==> src/rtl/mem_arbiter.sv <==
// Two-requester arbiter sharing one exec/ready/data_ready memory port between core (C_*) and DMA (D_*).
// Optional feature: define MEM_ARB_RR_EN for round-robin tie-breaking (default is fixed core priority).
module mem_arbiter (
  input  logic        I_clk,
  input  logic        I_reset,
  input  logic        C_exec,
  input  logic        C_write,
  input  logic [1:0]  C_size,
  input  logic [15:0] C_addr,
  input  logic [15:0] C_data_in,
  output logic        C_ready,
  output logic        C_data_ready,
  output logic [15:0] C_data_out,
  input  logic        D_exec,
  input  logic        D_write,
  input  logic [1:0]  D_size,
  input  logic [15:0] D_addr,
  input  logic [15:0] D_data_in,
  output logic        D_ready,
  output logic        D_data_ready,
  output logic [15:0] D_data_out,
  input  logic        MEM_ready,
  input  logic        MEM_data_ready,
  input  logic [15:0] MEM_data_in,
  output logic        MEM_exec,
  output logic        MEM_write,
  output logic [1:0]  MEM_size,
  output logic [15:0] MEM_addr,
  output logic [15:0] MEM_data_out,
  output logic        O_grant,
  output logic        O_busy
);

  typedef enum logic [1:0] {
    S_IDLE  = 2'd0,
    S_ISSUE = 2'd1,
    S_WAIT  = 2'd2,
    S_DONE  = 2'd3
  } state_t;

  state_t      r_state;
  state_t      w_state_nxt;

  logic        r_c_pending;
  logic        r_d_pending;
  logic        w_c_pending_nxt;
  logic        w_d_pending_nxt;
  logic        w_c_accept;
  logic        w_d_accept;

  logic        r_c_write;
  logic [1:0]  r_c_size;
  logic [15:0] r_c_addr;
  logic [15:0] r_c_data;
  logic        r_d_write;
  logic [1:0]  r_d_size;
  logic [15:0] r_d_addr;
  logic [15:0] r_d_data;

  logic        w_grant_en;
  logic        w_mem_done;
  logic        w_winner;

  logic        r_c_ready;
  logic        r_d_ready;
  logic        r_c_data_ready;
  logic        r_d_data_ready;
  logic [15:0] r_c_data_out;
  logic [15:0] r_d_data_out;
  logic        r_mem_exec;
  logic        r_mem_write;
  logic [1:0]  r_mem_size;
  logic [15:0] r_mem_addr;
  logic [15:0] r_mem_data_out;
  logic        r_grant;
  logic        r_busy;

  // ready is registered as !pending, so it doubles as the accept qualifier
  assign w_c_accept = C_exec & r_c_ready;
  assign w_d_accept = D_exec & r_d_ready;

  always_ff @(posedge I_clk) begin
    if (w_c_accept) begin
      r_c_write <= C_write;
      r_c_size  <= C_size;
      r_c_addr  <= C_addr;
      r_c_data  <= C_data_in;
    end
    if (w_d_accept) begin
      r_d_write <= D_write;
      r_d_size  <= D_size;
      r_d_addr  <= D_addr;
      r_d_data  <= D_data_in;
    end
  end

`ifdef MEM_ARB_RR_EN
  logic r_last_grant;

  always_comb begin
    w_winner = ~r_c_pending;
    if (r_c_pending && r_d_pending) begin
      w_winner = ~r_last_grant;
    end
  end

  // Reset value 1 lets the core win the first tie
  always_ff @(posedge I_clk) begin
    if (I_reset) begin
      r_last_grant <= 1'b1;
    end else if (w_grant_en) begin
      r_last_grant <= w_winner;
    end
  end
`else
  assign w_winner = ~r_c_pending;
`endif

  always_ff @(posedge I_clk) begin
    if (I_reset) begin
      r_state <= S_IDLE;
    end else begin
      r_state <= w_state_nxt;
    end
  end

  always_comb begin
    w_state_nxt = r_state;
    w_grant_en  = 1'b0;
    w_mem_done  = 1'b0;
    case (r_state)
      S_IDLE: begin
        if (MEM_ready && (r_c_pending || r_d_pending)) begin
          w_grant_en  = 1'b1;
          w_state_nxt = S_ISSUE;
        end
      end
      S_ISSUE: begin
        w_state_nxt = S_WAIT;
      end
      S_WAIT: begin
        if (MEM_data_ready) begin
          w_mem_done  = 1'b1;
          w_state_nxt = S_DONE;
        end
      end
      S_DONE: begin
        w_state_nxt = S_IDLE;
      end
      default: begin
        w_state_nxt = S_IDLE;
      end
    endcase
  end

  // Set and clear of one pending flag are mutually exclusive: set needs !pending, clear needs pending
  always_comb begin
    w_c_pending_nxt = r_c_pending;
    w_d_pending_nxt = r_d_pending;
    if (w_c_accept) begin
      w_c_pending_nxt = 1'b1;
    end else if (w_mem_done && !r_grant) begin
      w_c_pending_nxt = 1'b0;
    end
    if (w_d_accept) begin
      w_d_pending_nxt = 1'b1;
    end else if (w_mem_done && r_grant) begin
      w_d_pending_nxt = 1'b0;
    end
  end

  always_ff @(posedge I_clk) begin
    if (I_reset) begin
      r_c_pending <= 1'b0;
      r_d_pending <= 1'b0;
      r_c_ready   <= 1'b1;
      r_d_ready   <= 1'b1;
    end else begin
      r_c_pending <= w_c_pending_nxt;
      r_d_pending <= w_d_pending_nxt;
      r_c_ready   <= ~w_c_pending_nxt;
      r_d_ready   <= ~w_d_pending_nxt;
    end
  end

  always_ff @(posedge I_clk) begin
    if (I_reset) begin
      r_mem_exec     <= 1'b0;
      r_mem_write    <= 1'b0;
      r_mem_size     <= 2'd0;
      r_mem_addr     <= 16'd0;
      r_mem_data_out <= 16'd0;
      r_grant        <= 1'b0;
      r_busy         <= 1'b0;
    end else begin
      r_mem_exec <= w_grant_en;
      r_busy     <= (w_state_nxt == S_ISSUE) || (w_state_nxt == S_WAIT);
      if (w_grant_en) begin
        r_grant        <= w_winner;
        r_mem_write    <= w_winner ? r_d_write : r_c_write;
        r_mem_size     <= w_winner ? r_d_size  : r_c_size;
        r_mem_addr     <= w_winner ? r_d_addr  : r_c_addr;
        r_mem_data_out <= w_winner ? r_d_data  : r_c_data;
      end
    end
  end

  // Completion is routed to whichever requester holds the grant
  always_ff @(posedge I_clk) begin
    if (I_reset) begin
      r_c_data_ready <= 1'b0;
      r_d_data_ready <= 1'b0;
      r_c_data_out   <= 16'd0;
      r_d_data_out   <= 16'd0;
    end else begin
      r_c_data_ready <= w_mem_done & ~r_grant;
      r_d_data_ready <= w_mem_done & r_grant;
      if (w_mem_done && !r_grant) begin
        r_c_data_out <= MEM_data_in;
      end
      if (w_mem_done && r_grant) begin
        r_d_data_out <= MEM_data_in;
      end
    end
  end

  assign C_ready      = r_c_ready;
  assign D_ready      = r_d_ready;
  assign C_data_ready = r_c_data_ready;
  assign D_data_ready = r_d_data_ready;
  assign C_data_out   = r_c_data_out;
  assign D_data_out   = r_d_data_out;
  assign MEM_exec     = r_mem_exec;
  assign MEM_write    = r_mem_write;
  assign MEM_size     = r_mem_size;
  assign MEM_addr     = r_mem_addr;
  assign MEM_data_out = r_mem_data_out;
  assign O_grant      = r_grant;
  assign O_busy       = r_busy;

endmodule

==> config.mk <==
export PLATFORM = sky130hd
export DESIGN_NAME = mem_arbiter
export DESIGN_NICKNAME = d
export VERILOG_FILES = /design/src/rtl/mem_arbiter.sv
export SDC_FILE = /design/constraint.sdc
export NUM_CORES = 1
export LEC_CHECK = 0
export CELL_PAD_IN_SITES_DETAIL_PLACEMENT = 0
export CELL_PAD_IN_SITES_GLOBAL_PLACEMENT = 2
export CORE_MARGIN = 2
export CORE_UTILIZATION = 32
export CTS_CLUSTER_DIAMETER = 150
export DETAILED_ROUTE_END_ITERATION = 12
export GPL_ROUTABILITY_DRIVEN = 1
export PLACE_DENSITY = 0.83
export SYNTH_ARGS = -nofsm -noshare
export SYNTH_HDL_FRONTEND = slang
export SYNTH_SLANG_ARGS = --single-unit
==> constraint.sdc <==
create_clock -name I_clk -period 4.3 [get_ports I_clk]
set_input_delay 1.29 -clock I_clk [delete_from_list [all_inputs] [get_ports I_clk]]
set_output_delay 1.29 -clock I_clk [all_outputs]
set_load 0.03 [all_outputs]
### Yosys cells after proc, flatten, opt, wreduce, memory -nomap -nowiden

Index checks and enable logic that the tools add are counted.

| word-level totals | value |
|---|---|
| register bits after elaboration | 148 |
| output and inout port bits | 74 |

| operators by class | value |
|---|---|
| equality and inequality tests | 5 |
| muxes and demuxes | 15 |
| bitwise operators | 8 |
| reduce and logical (&&, ||, !) cells | 7 |

Operators by type and width:

| kind | number |
|---|---|
| $mux 16 | 2 |
| $mux 1 | 9 |
| $pmux 2 s4 | 1 |
| $eq 2x2->1 const B | 3 |
| $mux 2 | 3 |
| $and 1x1->1 | 4 |
| $eq 2x1->1 const B | 2 |
| $not 1->1 | 4 |
| $logic_and 1x1->1 | 3 |
| $logic_not 2->1 | 1 |
| $logic_or 1x1->1 | 2 |
| $logic_not 1->1 | 1 |

### Logic depth before layout (Yosys ltp)

Gate-level depths: netlist of the first run.

| logic depth | value |
|---|---|
| depth after elaboration | 6 |
| gate-level depth with buffers | 7 |

### Worst setup path after synthesis of the first run

No wires, ideal clock.

| path | value |
|---|---|
| path type | input to register |
| from | in C_exec |
| to | reg r_c_addr[0], enable pin |
| arrival time | 2.076 ns |
| required time | 3.910 ns |
| path slack | 1.834 ns |
| stages on the path | 2 |
| path buffers | 0 |
| path through | nand2_1 -> inv_1 |

| on the way | value |
|---|---|
| cells in the longest elaborated chain, start to end | 1 |

Ends and longest elaborated chain:

| item | line | RTL |
|---|---|---|
| start, declared | 6 | `input logic C_exec,` |
| $and 1x1->1 | 79 | `assign w_c_accept = C_exec & r_c_ready;` |
| net w_c_accept | 48 | `logic w_c_accept;` |
| end signal, assigned | 86 | `r_c_addr <= C_addr;` |
| end, declared | 53 | `logic [15:0] r_c_addr;` |

The timed path passes the listed nets, and every way through them passes these cells.
A chain may end at the register's enable or synchronous reset.

### Worst setup path after layout of the first run

| path | value |
|---|---|
| from | reg r_grant (netlist: O_grant) |
| to | out O_grant |

RTL lines:

| item | line | RTL |
|---|---|---|
| start, declared | 75 | `logic r_grant;` |
| start signal, assigned | 199 | `r_grant <= w_winner;` |
| end, declared | 30 | `output logic O_grant,` |

No word-level cell between the ends.

==> flow_summary.toml, run 1 <==
[setup_path]
crit_fanout = 6
critical_path.slowest_cell = "clkdlybuf4s50_1"
crit_start = "O_grant"
cpPeakStageDelay_ns = 0.72
cp.buffers_inverters = 1
worstPathRequired_ns = 3.01
critical_path_class = "register to output port"
cp_top_family = "buffers and inverters"
r2r-start = "r_state[0]"
cp.arrival_ns = 1.53
worst_setup_path_end_kind = "output port"
crit_chain = "clkdlybuf4s50_1"
start_kind = "register"

[clock_network]
clk_path_buf_depth = 2
clk_root_buffer_cell = "clkbuf_16"
insertion_delay_ns = 0.42
cts_sinks = 148
postCtsHoldBufs = 0
numCtsBuffers = 17
cts_resized = 0
postCtsSetupBuffers = 0
clk_pin_slew_worst_paths_ns = 0.06
cts_tree = "yes"
htree_levels = 4

[grt]
grtUsageTotal_pct = 14.2
grt_max_degree = 74
grt_pass1_vias = 3686
grt_pass1_wl_mm = 19.2
globalRouteOverflowTotal = 0
antenna_found_initial = 0

[drt]
post-route-drc-count = 0
drt_pass1_iterations = 4
drt_iter0_drc = 120
wire_per_inst_um = 15.2
wl_mm = 12.2
antenna_left = 0
vias = 3600
vias_per_cell = 4.48

[layout]
fin_nets = 665
layout_common_cells = "clkdlybuf4s50_1 (164), dfxtp_1 (77), edfxtp_1 (70), nand2_1 (68), nor2_1 (40)"
area_growth_pct = 45.2
fillers = 1443
final-seq-area_um2 = 3660
drive_gt1_share_pct = 12.7
mostFrequentLayoutCell = "clkdlybuf4s50_1"
multi_input_area_um2 = 1520
antenna_cells = 0

[yosys]
synth_nets = 504
yosysWarnings = 0
ys_seq_area_share_pct = 68.2
synth_cell_types = 27
avgSynthCellArea_um2 = 13.1
synth_area_um2 = 5370
ys_seq_elements = 148
syn_inst = 409

[placement]
gp_congestion = 0.747
dpl.hpwl_mm = 8.06
portBuffers = 165

[timing]
relSlewSlack_pct = 34.5
fmax_mhz = 354
finalHoldViolations = 0
setup-violations-final = 0
worst_clock_skew_ns = 0.00720
maxSlewViolCount = 0
finalCritPeriodShare_pct = 65.7
setup_tns_ns = 0
rsz0062_at_grt = "no"
final.min_clock_period_ns = 2.82
worst_pin_slew_ns = 0.982

[power_and_ir_drop]
power_uw = 4230
vdd_drop_max_v = 0.000278
p_leak_uw = 0.00267
cellPowerDensity_nw_per_um2 = 542

[floorplanning]
die_area_um2 = 17800
die_h_um = 134
initial_core_util_pct = 32.6
io_pins = 166
core_area_um2 = 16500
die_w_um = 134
row_count = 47

[worst_hold_path]
min_path_type = "register to register"
hp-start = "C_data_out[8]"

[job]
cap_viol_max_count = 0

[status]
outcome = "complete, no violations"
area by class of cell:
cell class / instances / area share [%]
Sequential cell: 148 / 47.0
Timing Repair Buffer: 169 / 21.5
Multi-Input combinational cell: 230 / 19.4
Clock buffer: 21 / 6.59
Tap cell: 220 / 3.53
Clock inverter: 11 / 1.72
Inverter: 4 / 0.193
through the flow:
stage / util, % / instance area (µm²) / std cells / setup slack, ns / hold WS [ns]
floorplan: - / 5370 / 409 / 1.83 / 0.468
global placement: 43.4 / 7150 / 771 / 1.24 / 0.444
detailed placement: 43.4 / 7150 / 771 / 1.19 / 0.447
CTS: 47.4 / 7800 / 803 / 1.45 / 0.455
global route: 47.4 / 7800 / 803 / 1.41 / 0.476
finish: 47.4 / 7800 / 803 / 1.48 / 0.455
final timing paths:
path / to / slack, ns / depth (start not counted)
setup / recovery: O_grant / 1.48 / 1
hold / removal: C_data_out[8] / 0.45 / 2
setup reg to reg: MEM_size[0] / 2.42 / 5
hold reg to reg: C_data_out[8] / 0.45 / 2
cell families (layout without fill, tap and decap cells):
group / count (synthesis) / in the layout / share of synthesized area (%)
AOI/OAI and AO/OA: 76 / 76 / 12.2
muxes: 36 / 36 / 6.73
buffers and inverters: 31 / 205 / 3.70
adders and majority gates: 3 / 3 / 0.699
DFF: 148 / 148 / 68.2
and+or+nand+nor: 115 / 115 / 8.41
Yosys cell counts (all sizes together):
library cell	n	area, µm²
nor2	40	150
nor2b	3	18.8
a211oi	36	440
o2bb2ai	1	8.76
and3b	1	8.76
buf	21	159
and3	1	6.26
o21a	1	7.51
nand3b	1	7.51
o21ai	1	5.00
mux2	1	11.3
nand2	68	255
a21oi	34	170
inv	4	15.0
o211a	1	10.0
nand3	1	5.00
ha	3	37.5
clkbuf	6	25.0
a21o	2	15.0
mux2i	35	350
dfxtp	78	1560
edfxtp	70	2100
flip-flops by register name, indices dropped and copies added (netlist names), 16 cells and up:
name and flops:
C_data_out 16, D_data_out 16, MEM_addr 16, MEM_data_out 16
r_c_addr 16, r_c_data 16, r_d_addr 16, r_d_data 16
report_power, final:
| part | total, µW | switching (µW) | internal (µW) |
|---|---|---|---|
| logic | 933 | 534 | 399 |
| clock network | 1570 | 590 | 983 |
| registers | 1720 | 76.8 | 1640 |
| total | 4230 | 1200 | 3030 |
metal layers:
metal / global-route usage (%) / wire length [µm] / up-vias
met1: 17.3 / 5340 / 1676
met2: 22.3 / 5500 / 144
met4: 5.61 / 177 / 0
li1: - / - / 1764
met3: 5.94 / 1160 / 16
met5: 0 / 0 / -
Note: power is estimated with default switching activity, not from simulation.
==> run 2: changes to the inputs <==
--- a/config.mk
+++ b/config.mk
@@ -8,11 +8,11 @@
 export CELL_PAD_IN_SITES_DETAIL_PLACEMENT = 0
 export CELL_PAD_IN_SITES_GLOBAL_PLACEMENT = 2
 export CORE_MARGIN = 2
-export CORE_UTILIZATION = 32
+export CORE_UTILIZATION = 30
 export CTS_CLUSTER_DIAMETER = 150
 export DETAILED_ROUTE_END_ITERATION = 12
 export GPL_ROUTABILITY_DRIVEN = 1
-export PLACE_DENSITY = 0.83
+export PLACE_DENSITY = 0.78
 export SYNTH_ARGS = -nofsm -noshare
 export SYNTH_HDL_FRONTEND = slang
 export SYNTH_SLANG_ARGS = --single-unit
==> constraint.sdc (replaced) <==
create_clock -name I_clk -period 2.8 [get_ports I_clk]
set_input_delay 0.84 -clock I_clk [delete_from_list [all_inputs] [get_ports I_clk]]
set_output_delay 0.84 -clock I_clk [all_outputs]
set_load 0.03 [all_outputs]
==> run 2 against run 1 <==
Net effect:
- largest cell class unchanged
- sequential power increased by 55%
- clock skew down 0.0017 ns
- flip-flop and latch count did not move
- global-route usage is 0.70 points lower
- die area up 6.5%
- routed wire length up 2.3%
- final area grew 1.5%
==> flow_summary.toml, run 2 (same netlist as run 1, synthesis figures left out) <==
[grt]
grt_max_degree = 74
antenna_found_initial = 0
grt_use_met1_pct = 16.7
grtUsageTotal_pct = 13.5
grt_pass1_wl_mm = 18.9
globalRouteOverflowTotal = 0
grt_use_met2_pct = 21.1
grt-busiest-layer = "met2"
grt_use_met3_pct = 4.82
grt_pass1_vias = 3616

[worst_hold_path]
hp-start = "C_data_out[8]"
whs_endpoint = "C_data_out[8]"
holdPathStages = 2
min_path_type = "register to register"

[layout]
fin_nets = 671
finish.utilization_pct = 45.4
drive_gt1_share_pct = 13.6
layout_common_cells = "clkdlybuf4s50_1 (164), dfxtp_1 (77), edfxtp_1 (70), nand2_1 (68), nor2_1 (40)"
antenna_cells = 0
area_growth_pct = 47.4
mostFrequentLayoutCell = "clkdlybuf4s50_1"
fillers = 1619

[timing]
setup_tns_ns = 0
worst_clock_skew_ns = 0.00547
finalHoldViolations = 0
worst_pin_slew_ns = 0.623
rsz0062_at_grt = "no"
final.min_clock_period_ns = 2.40
timing.hold.ws_ns = 0.455
relSlewSlack_pct = 58.5
finalCritPeriodShare_pct = 85.7
fmax_mhz = 417
setup-violations-final = 0
maxSlewViolCount = 0

[floorplanning]
die_h_um = 138
io_pins = 166
die_area_um2 = 19000
row_count = 48
die_w_um = 138
initial_core_util_pct = 30.8
core_area_um2 = 17400

[placement]
dpl.hpwl_mm = 8.52
portBuffers = 165
gp_congestion = 0.702

[setup_path]
worstPathRequired_ns = 1.96
cp.arrival_ns = 1.56
crit_chain = "clkdlybuf4s50_1"
rrSetupSlack_ns = 1.07
critical_path_class = "register to output port"
reg2regPathDepth = 3
r2r-start = "r_c_pending"
cpPeakStageDelay_ns = 0.75
worst_setup_path_end_kind = "output port"
r2r-end = "MEM_addr[0]"
start_kind = "register"
cp.buffers_inverters = 1
critical_path.slowest_cell = "clkdlybuf4s50_1"
cp_top_family = "buffers and inverters"
crit_fanout = 6

[clock_network]
postCtsSetupBuffers = 0
cts_tree = "yes"
cts_resized = 0
clk_pin_slew_worst_paths_ns = 0.06
cts_sinks = 148
clk_root_buffer_cell = "clkbuf_16"
htree_levels = 4
insertion_delay_ns = 0.42
clk_path_buf_depth = 2
postCtsHoldBufs = 0
numCtsBuffers = 17

[status]
outcome = "complete, no violations"

[drt]
vias = 3605
antenna_left = 0
post-route-drc-count = 0
wire_per_inst_um = 15.3
vias_per_cell = 4.43
wl_mm = 12.5
drt_iter0_drc = 141
drt_pass1_iterations = 4

[job]
cap_viol_max_count = 0

[power_and_ir_drop]
cellPowerDensity_nw_per_um2 = 841
vdd_drop_max_v = 0.000434
p_leak_uw = 0.00272
## run 2: cell types whose count changed in the layout (fill, tap and decap cells not counted), moves of 2 or more
cell       previous run  this run
bufinv_16             2         5
clkinv_2              1         3
buf_4                 5         8
clkbuf_16            20        18
inv_6                 3         1
clkinv_4              4         1
buf_12                0         3
## run 2: through the flow
stage	worst slack (ns)	total power, µW	area [µm²]	std cells
6_report	0.402	6660	7910	814
5_1_grt	0.340	6950	7910	814
4_1_cts	0.368	6750	7910	814
3_5_place_dp	0.532	4170	7240	782
3_3_place_gp	0.568	4150	7240	782
2_1_floorplan	0.784	3580	5370	409
## run 2: layout make-up
type	count	area, µm²	area share [%]
Clock buffer	20	478	6.04
Timing Repair Buffer	175	1760	22.3
Sequential cell	148	3660	46.3
Inverter	4	15.0	0.190
Clock inverter	12	198	2.50
Multi-Input combinational cell	230	1520	19.1
Tap cell	225	282	3.56
## run 2: worst max path at each step
stage	from	end	slack, ns	cells past startpoint
global route	O_grant	O_grant	0.34	1
CTS	O_grant	O_grant	0.37	1
finish	O_grant	O_grant	0.40	1
floorplan	C_exec	r_c_addr[0]	0.78	2
global placement	MEM_ready	MEM_data_out[10]	0.57	5
detailed placement	MEM_ready	MEM_addr[8]	0.53	5
## run 2: worst register-to-register path, stage by stage, from the launching register on
cell and delay [ns]:
dfxtp_2 0.67, buf_4 0.49, mux2i_1 0.33, a211oi_2 0.10
## run 2: metal layers
metal  wire length (µm)  vias to the layer above
li1                   -                     1780
met1               5430                     1666
met2               5710                      145
met3               1160                       14
met4                152                        0
met5                  0                        -
## run 2: power breakdown
part	total [µW]	switching (µW)	internal, µW
sequential	2660	141	2520
combinational	1450	809	638
clock	2550	867	1680
==> run 3: changes to the inputs <==
--- a/config.mk
+++ b/config.mk
@@ -13,6 +13,7 @@
 export DETAILED_ROUTE_END_ITERATION = 12
 export GPL_ROUTABILITY_DRIVEN = 1
 export PLACE_DENSITY = 0.78
+export SETUP_SLACK_MARGIN = 0.02
 export SYNTH_ARGS = -nofsm -noshare
 export SYNTH_HDL_FRONTEND = slang
 export SYNTH_SLANG_ARGS = --single-unit
==> results of run 3 <==
Final layout, timing and power as in run 2 (identical DEF).
